**config.mk**
```make
export PLATFORM = sky130hd
export DESIGN_NAME = ide_pio_sequencer_flat
export DESIGN_NICKNAME = d
export VERILOG_FILES = /design/src/rtl/ide_pio_if.sv /design/src/rtl/ide_pio_sequencer.sv /design/src/flat_wrapper.sv
export SDC_FILE = /design/constraint.sdc
export NUM_CORES = 1
export LEC_CHECK = 0
export CORE_MARGIN = 5
export CORE_UTILIZATION = 35
export CTS_BUF_LIST = sky130_fd_sc_hd__clkbuf_16
export CTS_CLUSTER_SIZE = 12
export DETAILED_ROUTE_END_ITERATION = 16
export PLACE_DENSITY = 0.73
export SLEW_MARGIN = 20
export SYNTH_ARGS = -nofsm -noshare
export SYNTH_HDL_FRONTEND = slang
export SYNTH_SLANG_ARGS = --single-unit
```
**constraint.sdc**
```tcl
create_clock -name CLK -period 3.04 [get_ports CLK]
set_clock_uncertainty 0.1 [all_clocks]
set_input_delay 0.456 -clock CLK [delete_from_list [all_inputs] [get_ports CLK]]
set_output_delay 0.456 -clock CLK [all_outputs]
set_load 0.02 [all_outputs]
```
**src/rtl/ide_pio_if.sv**
```systemverilog
// Bus bundle between the 68000 side, the IDE pins and the PIO sequencer.
interface ide_pio_if;
  // 68000 side and IDE pin inputs
  logic        _AS;
  logic        R_W;
  logic        _UDS;
  logic        _LDS;
  logic        ide_sel;
  logic        cs_bank;
  logic [2:0]  reg_a;
  logic        IORDY;
  logic [15:0] DD;
  // Sequencer outputs
  logic [2:0]  DA;
  logic [1:0]  _CS;
  logic        _DIOR;
  logic        _DIOW;
  logic        dd_oe;
  logic        d_oe;
  logic [15:0] rd_data;
  logic        ide_dtack;
  logic        busy;
  logic        tmo_flag;

  modport slave (
    input  _AS, R_W, _UDS, _LDS, ide_sel, cs_bank, reg_a, IORDY, DD,
    output DA, _CS, _DIOR, _DIOW, dd_oe, d_oe, rd_data, ide_dtack, busy, tmo_flag
  );

  modport master (
    output _AS, R_W, _UDS, _LDS, ide_sel, cs_bank, reg_a, IORDY, DD,
    input  DA, _CS, _DIOR, _DIOW, dd_oe, d_oe, rd_data, ide_dtack, busy, tmo_flag
  );
endinterface

```
**src/rtl/ide_pio_sequencer.sv**
```systemverilog
// One ATA PIO access per 68000 bus cycle: counted setup/strobe/recovery with
// IORDY stretching and a sticky timeout flag. All outputs are registered.
module ide_pio_sequencer #(
  parameter int unsigned T_SETUP   = 1,
  parameter int unsigned T_STROBE  = 3,
  parameter int unsigned T_RECOVER = 1,
  parameter int unsigned TMO_MAX   = 31,
  parameter int unsigned CNT_W     = 5
) (
  input  logic      CLK,
  input  logic      _RESET,
  ide_pio_if.slave  bus
);

  typedef enum logic [2:0] {StIdle, StSetup, StStrobe, StAck, StRecover} state_e;

  localparam logic [CNT_W-1:0] CntSetup   = CNT_W'(T_SETUP - 1);
  localparam logic [CNT_W-1:0] CntStrobe  = CNT_W'(T_STROBE - 1);
  localparam logic [CNT_W-1:0] CntRecover = CNT_W'(T_RECOVER - 1);
  localparam logic [CNT_W-1:0] TmoMax     = CNT_W'(TMO_MAX);
  localparam logic [CNT_W-1:0] CntOne     = CNT_W'(1);

  state_e           state_q, state_d;
  logic [CNT_W-1:0] cnt_q, cnt_d;     // phase counter, reloaded on every state entry
  logic [CNT_W-1:0] ext_q, ext_d;     // IORDY extension cycles used so far
  logic             write_q, write_d;
  logic             bank_q, bank_d;
  logic [2:0]       da_q, da_d;
  logic [1:0]       cs_n_q, cs_n_d;
  logic             dior_n_q, dior_n_d;
  logic             diow_n_q, diow_n_d;
  logic             dd_oe_q, dd_oe_d;
  logic             d_oe_q, d_oe_d;
  logic [15:0]      rd_data_q, rd_data_d;
  logic             dtack_q, dtack_d;
  logic             busy_q, busy_d;
  logic             tmo_q, tmo_d;
  logic             req;
  logic             start;

  assign req = bus.ide_sel & ~bus._AS & (~bus._UDS | ~bus._LDS);

  // Next state, counters, latched request and next registered outputs
  always_comb begin
    state_d   = state_q;
    cnt_d     = cnt_q;
    ext_d     = ext_q;
    write_d   = write_q;
    bank_d    = bank_q;
    da_d      = da_q;
    rd_data_d = rd_data_q;
    tmo_d     = tmo_q;
    start     = 1'b0;

    case (state_q)
      StIdle: start = req;
      StSetup: begin
        if (bus._AS) begin
          state_d = StRecover;
          cnt_d   = CntRecover;
        end else if (cnt_q == '0) begin
          state_d = StStrobe;
          cnt_d   = CntStrobe;
          ext_d   = '0;
        end else begin
          cnt_d = cnt_q - CntOne;
        end
      end
      StStrobe: begin
        if (bus._AS) begin
          state_d = StRecover;
          cnt_d   = CntRecover;
        end else if (cnt_q != '0) begin
          cnt_d = cnt_q - CntOne;
        end else if (bus.IORDY || (ext_q == TmoMax)) begin
          // Complete; a timed-out access still completes but is flagged
          state_d = StAck;
          if (!bus.IORDY) tmo_d = 1'b1;
          if (!write_q) rd_data_d = bus.DD;
        end else begin
          ext_d = ext_q + CntOne;
        end
      end
      StAck: begin
        if (bus._AS) begin
          state_d = StRecover;
          cnt_d   = CntRecover;
        end
      end
      StRecover: begin
        if (cnt_q != '0) begin
          cnt_d = cnt_q - CntOne;
        end else if (req) begin
          start = 1'b1;
        end else begin
          state_d = StIdle;
        end
      end
      default: state_d = StIdle;
    endcase

    if (start) begin
      state_d = StSetup;
      cnt_d   = CntSetup;
      write_d = ~bus.R_W;
      bank_d  = bus.cs_bank;
      da_d    = bus.reg_a;
    end

    cs_n_d   = 2'b11;
    dior_n_d = 1'b1;
    diow_n_d = 1'b1;
    dd_oe_d  = 1'b0;
    d_oe_d   = 1'b0;
    dtack_d  = 1'b0;
    busy_d   = (state_d != StIdle);

    case (state_d)
      StSetup: begin
        cs_n_d  = bank_d ? 2'b01 : 2'b10;
        dd_oe_d = write_d;
      end
      StStrobe: begin
        cs_n_d   = bank_d ? 2'b01 : 2'b10;
        dior_n_d = write_d;
        diow_n_d = ~write_d;
        dd_oe_d  = write_d;
      end
      StAck: begin
        cs_n_d  = bank_d ? 2'b01 : 2'b10;
        dtack_d = 1'b1;
        d_oe_d  = ~write_d;
        // Write data held for exactly one cycle past the strobe
        dd_oe_d = write_d & (state_q == StStrobe);
      end
      default: ;
    endcase
  end

  // State and output registers, synchronous active-low reset
  always_ff @(posedge CLK) begin
    if (!_RESET) begin
      state_q   <= StIdle;
      cnt_q     <= '0;
      ext_q     <= '0;
      write_q   <= 1'b0;
      bank_q    <= 1'b0;
      da_q      <= '0;
      cs_n_q    <= 2'b11;
      dior_n_q  <= 1'b1;
      diow_n_q  <= 1'b1;
      dd_oe_q   <= 1'b0;
      d_oe_q    <= 1'b0;
      rd_data_q <= '0;
      dtack_q   <= 1'b0;
      busy_q    <= 1'b0;
      tmo_q     <= 1'b0;
    end else begin
      state_q   <= state_d;
      cnt_q     <= cnt_d;
      ext_q     <= ext_d;
      write_q   <= write_d;
      bank_q    <= bank_d;
      da_q      <= da_d;
      cs_n_q    <= cs_n_d;
      dior_n_q  <= dior_n_d;
      diow_n_q  <= diow_n_d;
      dd_oe_q   <= dd_oe_d;
      d_oe_q    <= d_oe_d;
      rd_data_q <= rd_data_d;
      dtack_q   <= dtack_d;
      busy_q    <= busy_d;
      tmo_q     <= tmo_d;
    end
  end

  assign bus.DA        = da_q;
  assign bus._CS       = cs_n_q;
  assign bus._DIOR     = dior_n_q;
  assign bus._DIOW     = diow_n_q;
  assign bus.dd_oe     = dd_oe_q;
  assign bus.d_oe      = d_oe_q;
  assign bus.rd_data   = rd_data_q;
  assign bus.ide_dtack = dtack_q;
  assign bus.busy      = busy_q;
  assign bus.tmo_flag  = tmo_q;

endmodule

```
**src/flat_wrapper.sv**
```systemverilog
// flat-port wrapper written by rule: the top's interface ports become plain ports
module ide_pio_sequencer_flat 
#(
  parameter int unsigned T_SETUP   = 1,
  parameter int unsigned T_STROBE  = 3,
  parameter int unsigned T_RECOVER = 1,
  parameter int unsigned TMO_MAX   = 31,
  parameter int unsigned CNT_W     = 5
)
  (CLK, _RESET, bus__AS, bus_R_W, bus__UDS, bus__LDS, bus_ide_sel, bus_cs_bank, bus_reg_a, bus_IORDY, bus_DD, bus_DA, bus__CS, bus__DIOR, bus__DIOW, bus_dd_oe, bus_d_oe, bus_rd_data, bus_ide_dtack, bus_busy, bus_tmo_flag);
  ide_pio_if bus_i ();
  input  logic CLK;
  input  logic _RESET;
  input wire logic [$bits(bus_i._AS)-1:0] bus__AS;
  input wire logic [$bits(bus_i.R_W)-1:0] bus_R_W;
  input wire logic [$bits(bus_i._UDS)-1:0] bus__UDS;
  input wire logic [$bits(bus_i._LDS)-1:0] bus__LDS;
  input wire logic [$bits(bus_i.ide_sel)-1:0] bus_ide_sel;
  input wire logic [$bits(bus_i.cs_bank)-1:0] bus_cs_bank;
  input wire logic [$bits(bus_i.reg_a)-1:0] bus_reg_a;
  input wire logic [$bits(bus_i.IORDY)-1:0] bus_IORDY;
  input wire logic [$bits(bus_i.DD)-1:0] bus_DD;
  output wire logic [$bits(bus_i.DA)-1:0] bus_DA;
  output wire logic [$bits(bus_i._CS)-1:0] bus__CS;
  output wire logic [$bits(bus_i._DIOR)-1:0] bus__DIOR;
  output wire logic [$bits(bus_i._DIOW)-1:0] bus__DIOW;
  output wire logic [$bits(bus_i.dd_oe)-1:0] bus_dd_oe;
  output wire logic [$bits(bus_i.d_oe)-1:0] bus_d_oe;
  output wire logic [$bits(bus_i.rd_data)-1:0] bus_rd_data;
  output wire logic [$bits(bus_i.ide_dtack)-1:0] bus_ide_dtack;
  output wire logic [$bits(bus_i.busy)-1:0] bus_busy;
  output wire logic [$bits(bus_i.tmo_flag)-1:0] bus_tmo_flag;
  assign bus_i._AS = bus__AS;
  assign bus_i.R_W = bus_R_W;
  assign bus_i._UDS = bus__UDS;
  assign bus_i._LDS = bus__LDS;
  assign bus_i.ide_sel = bus_ide_sel;
  assign bus_i.cs_bank = bus_cs_bank;
  assign bus_i.reg_a = bus_reg_a;
  assign bus_i.IORDY = bus_IORDY;
  assign bus_i.DD = bus_DD;
  assign bus_DA = bus_i.DA;
  assign bus__CS = bus_i._CS;
  assign bus__DIOR = bus_i._DIOR;
  assign bus__DIOW = bus_i._DIOW;
  assign bus_dd_oe = bus_i.dd_oe;
  assign bus_d_oe = bus_i.d_oe;
  assign bus_rd_data = bus_i.rd_data;
  assign bus_ide_dtack = bus_i.ide_dtack;
  assign bus_busy = bus_i.busy;
  assign bus_tmo_flag = bus_i.tmo_flag;
  ide_pio_sequencer #(.T_SETUP(T_SETUP), .T_STROBE(T_STROBE), .T_RECOVER(T_RECOVER), .TMO_MAX(TMO_MAX), .CNT_W(CNT_W)) u_core (.CLK(CLK), ._RESET(_RESET), .bus(bus_i));
endmodule
```
**After elaboration in Yosys (flattened, before gate mapping)**

Cells that the tools add are included.

- Bits in registers: 43
- Bits of input ports: 28
- Output and inout port bits: 28
- Logic and storage cells: 91

- $add $sub $neg: 2
- Eq/ne operators: 14
- Muxes and demuxes: 30
- Bitwise operators: 13
- Reductions and logical operators: 17

Operators by type and width:

| kind | count |
|---|---|
| 2-to-1 mux 5 bit | 10 |
| 2-to-1 mux 3 bit | 9 |
| case mux 5 bit (4 select lines) | 1 |
| case mux 3 bit (5 select lines) | 1 |
| == test 3 x 2 -> 1 bit (second input constant) | 4 |
| inequality test 2 bit (second input constant) | 5 |
| case mux 5 bit (2 select lines) | 1 |
| AND reduction 5 bit | 2 |
| inverter 1 bit | 9 |
| AND reduction 2 bit | 4 |
| == test 3 x 1 -> 1 bit (second input constant) | 2 |
| AND reduction 6 bit | 1 |
| adder 5 x 1 -> 5 bit (second input constant) | 1 |
| == test 5 bit (second input constant) | 1 |
| zero test 5 bit | 1 |
| 2-to-1 mux 1 bit | 5 |
| nonzero test 5 bit | 1 |
| subtractor 5 x 1 -> 5 bit (second input constant) | 1 |
| case mux 1 bit (2 select lines) | 2 |
| nonzero test 4 bit | 1 |
| OR reduction 2 bit | 2 |
| bitwise AND 1 bit | 3 |
| == test 3 bit (second input constant) | 1 |
| zero test 3 bit | 1 |
| 7 further kinds | 7 |

**Logic depth before layout (Yosys ltp)**

- Depth in word-level cells: 10
- Depth in mapped cells: 9
- Mapped depth without buffers: 9

**Worst setup path after synthesis**

No wires, ideal clock.

- Path type: reg-to-reg
- Start: register u_core.cnt_q[0]
- End: register u_core.cnt_q[0]
- Setup time: 0.114 ns
- Data arrival time: 2.048 ns
- Setup slack: 0.778 ns
- Stages on the path, launching flop included: 10
- Clock period less this slack: 2.262 ns
- Cell sequence: dfxtp_1 -> inv_1 -> ha_1 -> nor4b_4 -> inv_2 -> ha_1 -> nor2b_1 -> o21ai_0 -> a21oi_1 -> a2111oi_0

- Cells in the longest elaborated chain, start to end: 4

Ends and longest elaborated chain:

| what | line | RTL |
|---|---|---|
| start, declared | ide_pio_sequencer.sv:24 | `logic [CNT_W-1:0] cnt_q, cnt_d;` |
| start signal, assigned | ide_pio_sequencer.sv:160 | `cnt_q <= cnt_d;` |
| subtractor 5 x 1 -> 5 bit, or another cell as far along | ide_pio_sequencer.sv:66, ide_pio_sequencer.sv:74, ide_pio_sequencer.sv:92 |  |
| 2-to-1 mux 5 bit, or another cell as far along | ide_pio_sequencer.sv:73, ide_pio_sequencer.sv:91 |  |
| 2-to-1 mux 5 bit, or another cell as far along | ide_pio_sequencer.sv:70 | `if (bus._AS) begin` |
| case mux 5 bit (4 select lines) or OR reduction 2 bit (tied branches) | - |  |

Several ways; a longest one is shown, not always the timed one.
A chain may end at the register's enable or synchronous reset.

**Worst setup path after layout**

- Start: register u_core.ext_q[0]
- End: register u_core.rd_data_q[6] (netlist: u_core.bus.rd_data[6])

- Cells in the longest elaborated chain, start to end: 3

Ends and longest elaborated chain:

| what | line | RTL |
|---|---|---|
| start, declared | ide_pio_sequencer.sv:25 | `logic [CNT_W-1:0] ext_q, ext_d;` |
| start signal, assigned | ide_pio_sequencer.sv:161 | `ext_q <= ext_d;` |
| == test 5 bit | ide_pio_sequencer.sv:75 | `end else if (bus.IORDY \|\| (ext_q == TmoMax)) begin` |
| logical OR 1 bit | ide_pio_sequencer.sv:75 |  |
| AND reduction 5 bit (no source line) | - |  |
| end signal, assigned | ide_pio_sequencer.sv:170 | `rd_data_q <= rd_data_d;` |
| end, declared | ide_pio_sequencer.sv:34 | `logic [15:0] rd_data_q, rd_data_d;` |

Every way passes these cells.

==> impl_metrics.toml <==
[run_status]
status = "finished clean"

[synthesis]
synth-simple-area-share = 0.256
ys_types = 47
synthMuxAreaShare = 0.0154
synthesis.nets = 258
synth-seq-cells = 43
synth_top_family_by_area = "simple AND/OR/NAND/NOR gates"
synth_compound_area_frac = 0.187
synth_top_area_cell = "dfxtp_1"
synth_top_area_frac = 0.443
netlist_area_um2 = 1940
yosysSeqAreaShare = 0.443
syn_avg_cell_area_um2 = 8.64
synth_xor_area_frac = 0.0135
synth_edf_count = 0
yosys-top-cells-area = "dfxtp_1 44%, nand2_1 8.5%, a21boi_1 3.9%"
synth.most_common_cell = "nand2_1"
synthTopCellsByCount = "44 x nand2_1, 43 x dfxtp_1, 11 x o21ai_0, 10 x a21boi_1, 10 x nor2_1"
async_flop_share = 0
synthCells = 225
synth_fa_ha_area_frac = 0.0373
synth_ff_type = "dfxtp_1"
yosysWarnings = 0

[drt]
first_iter_violations = 93
vias_per_cell = 4.79
first_pass_iters = 4
drtAntennaViolNets = 0
avgRoutedWirePerCell_um = 12.6
vias = 1692
drcViolationCount = 0
wl_um = 4430

[global_routing]
grt_usage = 0.127
antenna_found_initial = 0
grt_pass1_vias = 1597
grt_overflow_total = 0
grt_pass1_wl_um = 7450
grt_max_degree = 19

[cells_and_area]
synthToLayoutAreaGrowth_pct = 41.8
diodes = 0
finalNonFillerCells = 353
design_area_um2 = 2760
final_core_utilization = 0.507
drive_gt1_frac = 0.0712
num-nets-final = 313

[setup_path]
critPathArrivalTime_ns = 2.54
crit_top_cell = "ha_1"
r2r_cells = 7
start_kind = "register"
timing_worst_setup_path_type = "register to register"
critPathRequiredTime_ns = 3.14
reg2reg_from = "u_core.ext_q[0]"
cp-end-kind = "register"
max_stage_delay_ns = 0.54
critPathMaxFanout = 16
r2r_end = "u_core.bus.rd_data[6]"
slowest_stage = "or3_1"
worstPathBufferInverterCount = 0
path_cells = "ha_1 > and3_1 > ha_1 > o21ai_1 > or3_1 > nand2_1 > a21boi_0"
cp.depth = 7
cp_top_family = "simple AND/OR/NAND/NOR gates"
ff2ff_setup_slack_ns = 0.61

[place]
place_inst = 345
io_buffer_count = 55
place.gp.congestion = 0.803
place_hpwl_um = 3340
dp_slack_ns = 0.611
post_dp_cell_area_um2 = 2570

[power]
power_leakage_nw = 1.03
p_per_area_nw_per_um2 = 518
power_mw = 1.43
irDropWorstVdd_v = 0.000373

[timing]
relSlewSlack = 0.590
worstMarginPinSlew_ns = 0.610
period_share = 0.801
hold_violations = 0
fmax_mhz = 411
setup_viol = 0
min_period_ns = 2.43
rsz0062_at_grt = "no"
final_max_slew_viol_count = 0
final.setup.tns_ns = 0
fin_ws_ns = 0.606
hold_ws_ns = 0.354

[cts]
clk_latency_ns = 0.28
post_cts_resized = 0
cts-root-buf = "clkbuf_16"
cts_made_buffers = 5
cts_tree = "yes"
hold_buffers = 0
cts_buffer_depth = 2
post_cts_buffers = 0
clk_transition_reported_paths_ns = 0.06
h-tree-depth = 2
cts.sinks = 43

[min_path]
hold_end = "u_core.bus.rd_data[10]"
hp-class = "register to register"
holdPathStages = 2
min_from = "u_core.bus.rd_data[10]"

[die]
start_util = 0.357
die_h_um = 84.5
die_area_um2 = 7150
fp.dieW_um = 84.5
ios = 56
core_area_um2 = 5440
rows = 27

[job]
drv_cap = 0
-- cell families (layout without fill, tap and decap cells) --
| group | count (synthesis) | count (layout) |
|---|---|---|
| xor gates and xnor gates | 3 | 3 |
| buffers and inverters | 21 | 77 |
| DFF | 43 | 43 |
| adders and majority gates | 6 | 6 |
| AOI/OAI and AO/OA | 53 | 53 |
| muxes | 3 | 3 |
| and+or+nand+nor | 96 | 96 |
-- layout by cell type, fill, tap and decap left out, drive strengths merged, types with 2 or more instances in the layout --
master,synthesis,final
ha,5,5
o211a,2,2
nand3,4,4
o22ai,2,2
and3,2,2
or3,4,4
a21oi,6,6
clkdlybuf4s50,0,55
mux2i,3,3
nor2,10,10
nor2b,7,7
xor2,2,2
clkbuf,8,5
a22oi,3,3
nor3,7,7
buf,5,6
nand2,45,45
bufinv,0,2
o21a,3,3
nand4,6,6
and2,5,5
nand2b,2,2
inv,8,9
nor4b,2,2
dfxtp,43,43
o21ai,13,13
a21boi,16,16
-- worst min-delay path, cell delays in order (launching register included) --
cell and delay [ns]:
dfxtp_1 0.31, nand2_1 0.05, a21boi_1 0.05
-- report_power, final --
part	switching [mW]	internal, mW
combinational	0.0819	0.0875
sequential	0.00887	0.574
clock	0.208	0.467
total	0.299	1.13
-- how the worst max path moves through the flow --
stage                     from                    end  slack [ns]
2_1_floorplan  u_core.cnt_q[0]        u_core.cnt_q[0]        0.78
3_3_place_gp         bus_IORDY  u_core.bus.rd_data[5]        0.67
3_5_place_dp   u_core.ext_q[0]  u_core.bus.rd_data[6]        0.61
4_1_cts        u_core.cnt_q[0]        u_core.cnt_q[0]        0.60
5_1_grt        u_core.cnt_q[0]        u_core.cnt_q[0]        0.34
6_report       u_core.ext_q[0]  u_core.bus.rd_data[6]        0.61
-- sequential cells by signal, summed over array words and instances (netlist names), 2 cells and up --
signal	count
u_core.bus.DA	3
u_core.bus._CS	2
u_core.bus.rd_data	16
u_core.cnt_q	5
u_core.ext_q	5
u_core.state_q	3
-- layer usage --
metal,track usage,vias up,part of all wire
met1,0.161,754,0.48
met5,0,-,0
met4,0.0388,0,0.014
met2,0.201,49,0.43
li1,-,884,-
met3,0.0461,5,0.076
-- layout make-up --
class / count / area [µm²]
repair buffers: 61 / 596
inverters: 8 / 30.0
fillers: 498 / 2680
flip-flops and latches: 43 / 861
clock inverters: 3 / 63.8
well taps: 72 / 90.1
clock buffers: 5 / 125
multi-input cells: 161 / 991
Power figures use the tool's default switching activity.
